File: src/rtl/multicycle_ctrl_pkg.sv
// Shared types and constants for the multi-cycle sequencing controller.
// Latency: n/a (declarations only).
// Backpressure: n/a.
package mc_ctrl_pkg;

    localparam int ST_W = 3;

    typedef enum logic [ST_W-1:0] {
        ST_FETCH  = 3'd0,
        ST_DECODE = 3'd1,
        ST_EXEC   = 3'd2,
        ST_MEM    = 3'd3,
        ST_WB     = 3'd4,
        ST_HALT   = 3'd5
    } state_t;

    localparam logic [31:0] DEF_RESET_PC  = 32'h0000_0000;
    localparam logic [31:0] DEF_HALT_WORD = 32'hFFFF_FFFF;

endpackage

File: src/rtl/multicycle_ctrl_if.sv
// Instruction- and data-memory request/ready bundle between controller and memories.
// Latency: combinational wires.
// Backpressure: each req holds until its ready is sampled high.
interface multicycle_ctrl_if;

    logic        imem_req;
    logic [31:0] imem_addr;
    logic        imem_ready;
    logic [31:0] imem_rdata;
    logic        dmem_req;
    logic        dmem_we;
    logic        dmem_ready;

    modport master (
        output imem_req, imem_addr, dmem_req, dmem_we,
        input  imem_ready, imem_rdata, dmem_ready
    );

    modport slave (
        input  imem_req, imem_addr, dmem_req, dmem_we,
        output imem_ready, imem_rdata, dmem_ready
    );

endinterface

File: src/rtl/multicycle_ctrl_next_pc.sv
// Next-PC selection: jump target beats taken branch beats pc+4.
// Latency: combinational.
// Backpressure: none.
module next_pc_unit (
    input  logic [31:0] pc,
    input  logic [25:0] instr_idx,
    input  logic [31:0] imm32,
    input  logic        jump,
    input  logic        branch,
    input  logic        zero,
    output logic [31:0] next_pc
);

    logic [31:0] pc_plus4;

    assign pc_plus4 = pc + 32'd4;

    always_comb begin
        next_pc = pc_plus4;
        if (jump) begin
            next_pc = {pc_plus4[31:28], instr_idx, 2'b00};
        end else if (branch && zero) begin
            // Word offset; the top two bits fall off, giving modulo-2^32 arithmetic.
            next_pc = pc_plus4 + {imm32[29:0], 2'b00};
        end
    end

endmodule

File: src/rtl/multicycle_ctrl.sv
// Multi-cycle sequencer owning pc/instr: FETCH, DECODE, EXEC, MEM, WB, HALT.
// Latency: 3-5 cycles per instruction with zero-wait memories, +1 per ready wait cycle.
// Backpressure: FETCH/MEM stall with req held high until the matching ready is seen.
module multicycle_ctrl
    import mc_ctrl_pkg::*;
#(
    parameter logic [31:0] RESET_PC  = DEF_RESET_PC,
    parameter logic [31:0] HALT_WORD = DEF_HALT_WORD
) (
    input  logic                    CLK,
    input  logic                    RST,
    multicycle_ctrl_if.master       bus,
    output logic [31:0]             instr,
    output logic [31:0]             pc,
    input  logic                    reg_write,
    input  logic                    mem_read,
    input  logic                    mem_write,
    input  logic                    jump,
    input  logic                    branch,
    input  logic                    zero,
    input  logic [31:0]             imm32,
    output logic                    reg_we,
    output logic [ST_W-1:0]         state,
    output logic                    halted,
    output logic [31:0]             instr_count
);

    state_t      state_q, state_d;
    logic [31:0] pc_q, instr_q, count_q;
    logic [31:0] next_pc;
    logic        load_instr, retire;

    next_pc_unit u_next_pc (
        .pc        (pc_q),
        .instr_idx (instr_q[25:0]),
        .imm32     (imm32),
        .jump      (jump),
        .branch    (branch),
        .zero      (zero),
        .next_pc   (next_pc)
    );

    always_ff @(posedge CLK or posedge RST) begin
        if (RST) begin
            state_q <= ST_FETCH;
            pc_q    <= RESET_PC;
            instr_q <= '0;
            count_q <= '0;
        end else begin
            state_q <= state_d;
            if (load_instr) begin
                instr_q <= bus.imem_rdata;
            end
            if (retire) begin
                pc_q    <= next_pc;
                count_q <= count_q + 32'd1;
            end
        end
    end

    always_comb begin
        state_d    = state_q;
        load_instr = 1'b0;
        retire     = 1'b0;
        case (state_q)
            ST_FETCH: begin
                if (bus.imem_ready) begin
                    load_instr = 1'b1;
                    state_d    = ST_DECODE;
                end
            end
            ST_DECODE: begin
                state_d = (instr_q == HALT_WORD) ? ST_HALT : ST_EXEC;
            end
            ST_EXEC: begin
                if (mem_read || mem_write) begin
                    state_d = ST_MEM;
                end else if (reg_write) begin
                    state_d = ST_WB;
                end else begin
                    retire  = 1'b1;
                    state_d = ST_FETCH;
                end
            end
            ST_MEM: begin
                if (bus.dmem_ready) begin
                    if (mem_read) begin
                        state_d = ST_WB;
                    end else begin
                        retire  = 1'b1;
                        state_d = ST_FETCH;
                    end
                end
            end
            ST_WB: begin
                retire  = 1'b1;
                state_d = ST_FETCH;
            end
            ST_HALT: begin
                state_d = ST_HALT;
            end
            default: begin
                state_d = ST_FETCH;
            end
        endcase
    end

    // State already sits at FETCH during reset, so the fetch strobe needs explicit gating.
    assign bus.imem_req  = (state_q == ST_FETCH) && !RST;
    assign bus.imem_addr = pc_q;
    assign bus.dmem_req  = (state_q == ST_MEM);
    assign bus.dmem_we   = (state_q == ST_MEM) && mem_write;
    assign reg_we        = (state_q == ST_WB);
    assign halted        = (state_q == ST_HALT);
    assign state         = state_q;
    assign pc            = pc_q;
    assign instr         = instr_q;
    assign instr_count   = count_q;

endmodule
File: src/flat_wrapper.sv
// flat-port wrapper written by rule: the top's interface ports become plain ports
module multicycle_ctrl_flat import mc_ctrl_pkg::*;
#(
    parameter logic [31:0] RESET_PC  = DEF_RESET_PC,
    parameter logic [31:0] HALT_WORD = DEF_HALT_WORD
)
  (CLK, RST, instr, pc, reg_write, mem_read, mem_write, jump, branch, zero, imm32, reg_we, state, halted, instr_count, bus_imem_req, bus_imem_addr, bus_dmem_req, bus_dmem_we, bus_imem_ready, bus_imem_rdata, bus_dmem_ready);
  multicycle_ctrl_if bus_i ();
  input  logic CLK;
  input  logic RST;
  output logic [31:0] instr;
  output logic [31:0] pc;
  input  logic reg_write;
  input  logic mem_read;
  input  logic mem_write;
  input  logic jump;
  input  logic branch;
  input  logic zero;
  input  logic [31:0] imm32;
  output logic reg_we;
  output logic [ST_W-1:0] state;
  output logic halted;
  output logic [31:0] instr_count;
  output wire logic [$bits(bus_i.imem_req)-1:0] bus_imem_req;
  output wire logic [$bits(bus_i.imem_addr)-1:0] bus_imem_addr;
  output wire logic [$bits(bus_i.dmem_req)-1:0] bus_dmem_req;
  output wire logic [$bits(bus_i.dmem_we)-1:0] bus_dmem_we;
  input wire logic [$bits(bus_i.imem_ready)-1:0] bus_imem_ready;
  input wire logic [$bits(bus_i.imem_rdata)-1:0] bus_imem_rdata;
  input wire logic [$bits(bus_i.dmem_ready)-1:0] bus_dmem_ready;
  assign bus_imem_req = bus_i.imem_req;
  assign bus_imem_addr = bus_i.imem_addr;
  assign bus_dmem_req = bus_i.dmem_req;
  assign bus_dmem_we = bus_i.dmem_we;
  assign bus_i.imem_ready = bus_imem_ready;
  assign bus_i.imem_rdata = bus_imem_rdata;
  assign bus_i.dmem_ready = bus_dmem_ready;
  multicycle_ctrl #(.RESET_PC(RESET_PC), .HALT_WORD(HALT_WORD)) u_core (.CLK(CLK), .RST(RST), .bus(bus_i), .instr(instr), .pc(pc), .reg_write(reg_write), .mem_read(mem_read), .mem_write(mem_write), .jump(jump), .branch(branch), .zero(zero), .imm32(imm32), .reg_we(reg_we), .state(state), .halted(halted), .instr_count(instr_count));
endmodule
File: config.mk
export PLATFORM = sky130hd
export DESIGN_NAME = multicycle_ctrl_flat
export DESIGN_NICKNAME = d
export VERILOG_FILES = /design/src/rtl/multicycle_ctrl_pkg.sv /design/src/rtl/multicycle_ctrl_if.sv /design/src/rtl/multicycle_ctrl_next_pc.sv /design/src/rtl/multicycle_ctrl.sv /design/src/flat_wrapper.sv
export SDC_FILE = /design/constraint.sdc
export NUM_CORES = 1
export LEC_CHECK = 0
export ABC_AREA = 0
export ABC_CLOCK_PERIOD_IN_PS = 8800
export BUFFER_PORTS_ARGS = -buffer_cell sky130_fd_sc_hd__buf_2
export CORE_MARGIN = 2
export CORE_UTILIZATION = 57
export CTS_CLUSTER_SIZE = 40
export DETAILED_ROUTE_END_ITERATION = 6
export GPL_ROUTABILITY_DRIVEN = 1
export MAX_ROUTING_LAYER = met4
export PLACE_DENSITY = 0.92
export SYNTH_ARGS = -nofsm -noshare
export SYNTH_HDL_FRONTEND = slang
export SYNTH_SLANG_ARGS = --single-unit
File: constraint.sdc
create_clock -name CLK -period 8.8 [get_ports CLK]
set_input_delay 1.32 -clock CLK [delete_from_list [all_inputs] [get_ports CLK]]
set_output_delay 1.32 -clock CLK [all_outputs]
set_load 0.005 [all_outputs]
==> impl_results.md <==
* Most frequent cells in the layout: 203 x buf_2, 97 x dfrtp_1, 89 x nand2_1, 65 x nor2_1, 60 x xnor2_1
* Die W at 115 um
* Critical Path RT at 9.07 ns
* Core Area at 12,000 sq um
* Synth async-reset ratio at 100%
* CTS Hold Bufs at 0
* Crit path max fanout at 8
* Min Tclk post-route at 4.12 ns
* Largest net degree at the start of global routing at 54
* Max Cap Violations at 0
* DRC at 0
* Row count at 40
* Period utilization at 46.8%
* Mapped Area at 6970 sq um
* Initial antenna violation count at 0
* Critical Path Sink Type: flip-flop
* Fill cells at 907
* Fin area at 8130 sq um
* Post-synth EDFFs at 0
* Post-synth cell types at 67
* H-tree depth at 3
* Routed Antenna Nets at 0
* First-pass GRT wire length at 29,200 um
* Kind of critical path: reg2reg
* Setup bufs post-CTS at 0
* Vias per cell at 5.87
* Leakage power at 0.00382 uW
* Setup violations, final at 0
* Placed Instances at 1,078
* Clock tree sinks at 97
* Status: finished, final reports clean
* TritonCTS buffer count at 9
* Synth Register Bits at 97
* Initial DRC count at 505
* IO Pins at 210
* Largest family of logic cells by synthesized area: simple AND/OR/NAND/NOR gates
* Synth area leader: dfrtp_1
* Power Density at 318 nW/um^2
* Grt ovf at 0
* Sequential area share after synthesis at 34.8%
* Post-Synth Simple-Gate Area at 19.9%
* Xor-xnor portion of the synthesized cell area at 10.6%
* DR vias at 6,417
* Max IR drop VDD at 192 uV
* Post-DP HPWL at 14,200 um
* Final wirelength at 18,700 um
* Die Y-Extent at 115 um
* Cell Count, Final, Fillers Out at 1,093
* Synth Area in Compound Gates at 15.0%
* Commonest non-fill, non-tap cell in the layout: buf_2
* WHS at 0.482 ns
* First-pass iteration count of the detailed router at 5
* Root Buffer: clkbuf_16
* Worst hold-check path type: reg2reg
* RSZ-0062 raised after global routing: false
* Hold Violations, Final at 0
* Share of the synthesized area in the top cell type at 34.8%
* Slowest stage delay, CP at 0.50 ns
* Yosys Warn Count at 0
* Gpl congestion at 0.959
* Max Fclk at 243 MHz
* Max clock buf depth at 2
* Worst-path clk slew at 0.07 ns
* Synthesized area per cell at 8.89 sq um
* Number of global-route vias before repair at 5,822
* Final slew viol count at 0
* Worst Clk Skew at 0.00814 ns
* Synth Instances at 784
* Area of the die at 13,100 sq um
* Synth Area in Adders at 7.11%
* Post-CTS sizing at 0
* Setup TNS at 0 ns
* Post-synthesis mux area share at 6.17%
* Nets at 1,055
* Crit path DAT at 4.39 ns
* Crit path max-delay cell type: a221oi_1
* Main synth FF type: dfrtp_1
* Synthesis-to-finish area growth at 16.5%
* Worst path cell trace: and2_1, and4_1, and3_1, and2_1, nand2_1, xnor2_1, ha_1, a21o_1, a21o_1, a21oi_1, o21ai_0, a221oi_1, o21ai_0, xor2_1, nand2_1, a21oi_1
* GRT Resource Usage Total at 29.0%
* Initial Util at 58.3%
* CTS tree: built
* # diodes at 0
* Worst Tran Pin Value at 0.769 ns
* Worst Setup Start Kind: flip-flop
* Multi-input logic area at 4120 sq um
* Clock Latency Late Sink at 0.34 ns
* Input/output buffers at 203
* Placed Area at 7840 sq um
* Slew headroom at 48.4%
* Synth area leaders: dfrtp_1 35%, xnor2_1 7.5%, ha_1 6.8%
* Share of cells above drive strength 1 at 29.2%
* Sequential Area at 2430 sq um
* Avg WL per Cell at 17.1 um
area by class of cell:
class | count | area share [%]
clock buffers | 11 | 2.86
inverters | 15 | 0.724
multi-input cells | 611 | 50.6
well taps | 147 | 2.26
clock inverters | 4 | 0.662
flip-flops and latches | 97 | 29.9
repair buffers | 208 | 13.0
critical path, delay by kind of cell (launching register included):
kind	cells	cell delay [ns]
xor gates and xnor gates	2	0.44
adders and majority gates	1	0.38
DFF	1	0.43
and+or+nand+nor	6	1.14
AOI/OAI and AO/OA	7	1.67
cell families after synthesis:
family / count (synthesis)
compound gates: 166
xor+xnor: 84
fa+ha+maj: 39
buf+inv: 79
flops: 97
mux: 39
other cells: 1
simple gates: 279
stage by stage:
step                      setup WS (ns)  utilization, %  power (uW)
after floorplan                    4.95               -        1770
after global placement             4.80            65.5        2120
after detailed placement           4.79            65.5        2170
after CTS                          4.77            67.9        2570
after global routing               4.41            67.9        2770
final                              4.68            67.9        2580
flip-flops by register name, summed over array words and instances (netlist names):
signal,cells
u_core.bus.imem_addr,30
u_core.instr,32
u_core.instr_count,32
u_core.state,3
power by group:
group / leakage (uW) / internal (uW) / switching [uW]
Combinational: 0.00251 / 623 / 726
Sequential: 0.00118 / 602 / 252
Clock: 0.000132 / 220 / 162
layer usage:
metal | track usage, % | vias up | share of wire (%)
li1 | - | 3067 | -
met1 | 39.3 | 3037 | 44
met2 | 45.1 | 277 | 47
met3 | 3.81 | 36 | 6.0
met4 | 9.84 | 0 | 2.5
met5 | - | - | 0
path summary, 6_finish.rpt:
check	to	slack [ns]	cells after the start	start
min in group asynchronous	u_core.state[1]	1.04	2	RST
worst max-delay path	u_core.bus.imem_addr[30]	4.68	16	u_core.bus.imem_addr[5]
worst max register to register	u_core.bus.imem_addr[30]	4.68	16	u_core.bus.imem_addr[5]
max in group asynchronous	u_core.bus.imem_addr[18]	6.69	3	RST
worst min-delay path	u_core.instr_count[31]	0.48	1	u_core.instr_count[31]
worst min register to register	u_core.instr_count[31]	0.48	1	u_core.instr_count[31]
Yosys cell counts (5+ instances only):
cell       n
nor3_1    11
and2_1     8
a211oi_1   8
buf_2      6
nor4_1     5
nand3_1   25
clkbuf_1  19
ha_1      38
nand4_1   28
o21ai_0   45
inv_1     14
xor2_1    24
mux2_2    32
buf_4     37
a21o_1    15
and4_1     5
nand2b_1   5
or3_1      8
dfrtp_1   97
nor2_1    66
a31oi_1    6
and3_1     8
nand2_1   89
a21oi_1   56
xnor2_1   60
o211ai_1  10
mux2i_1    7
(Power assumes the default switching activity.)
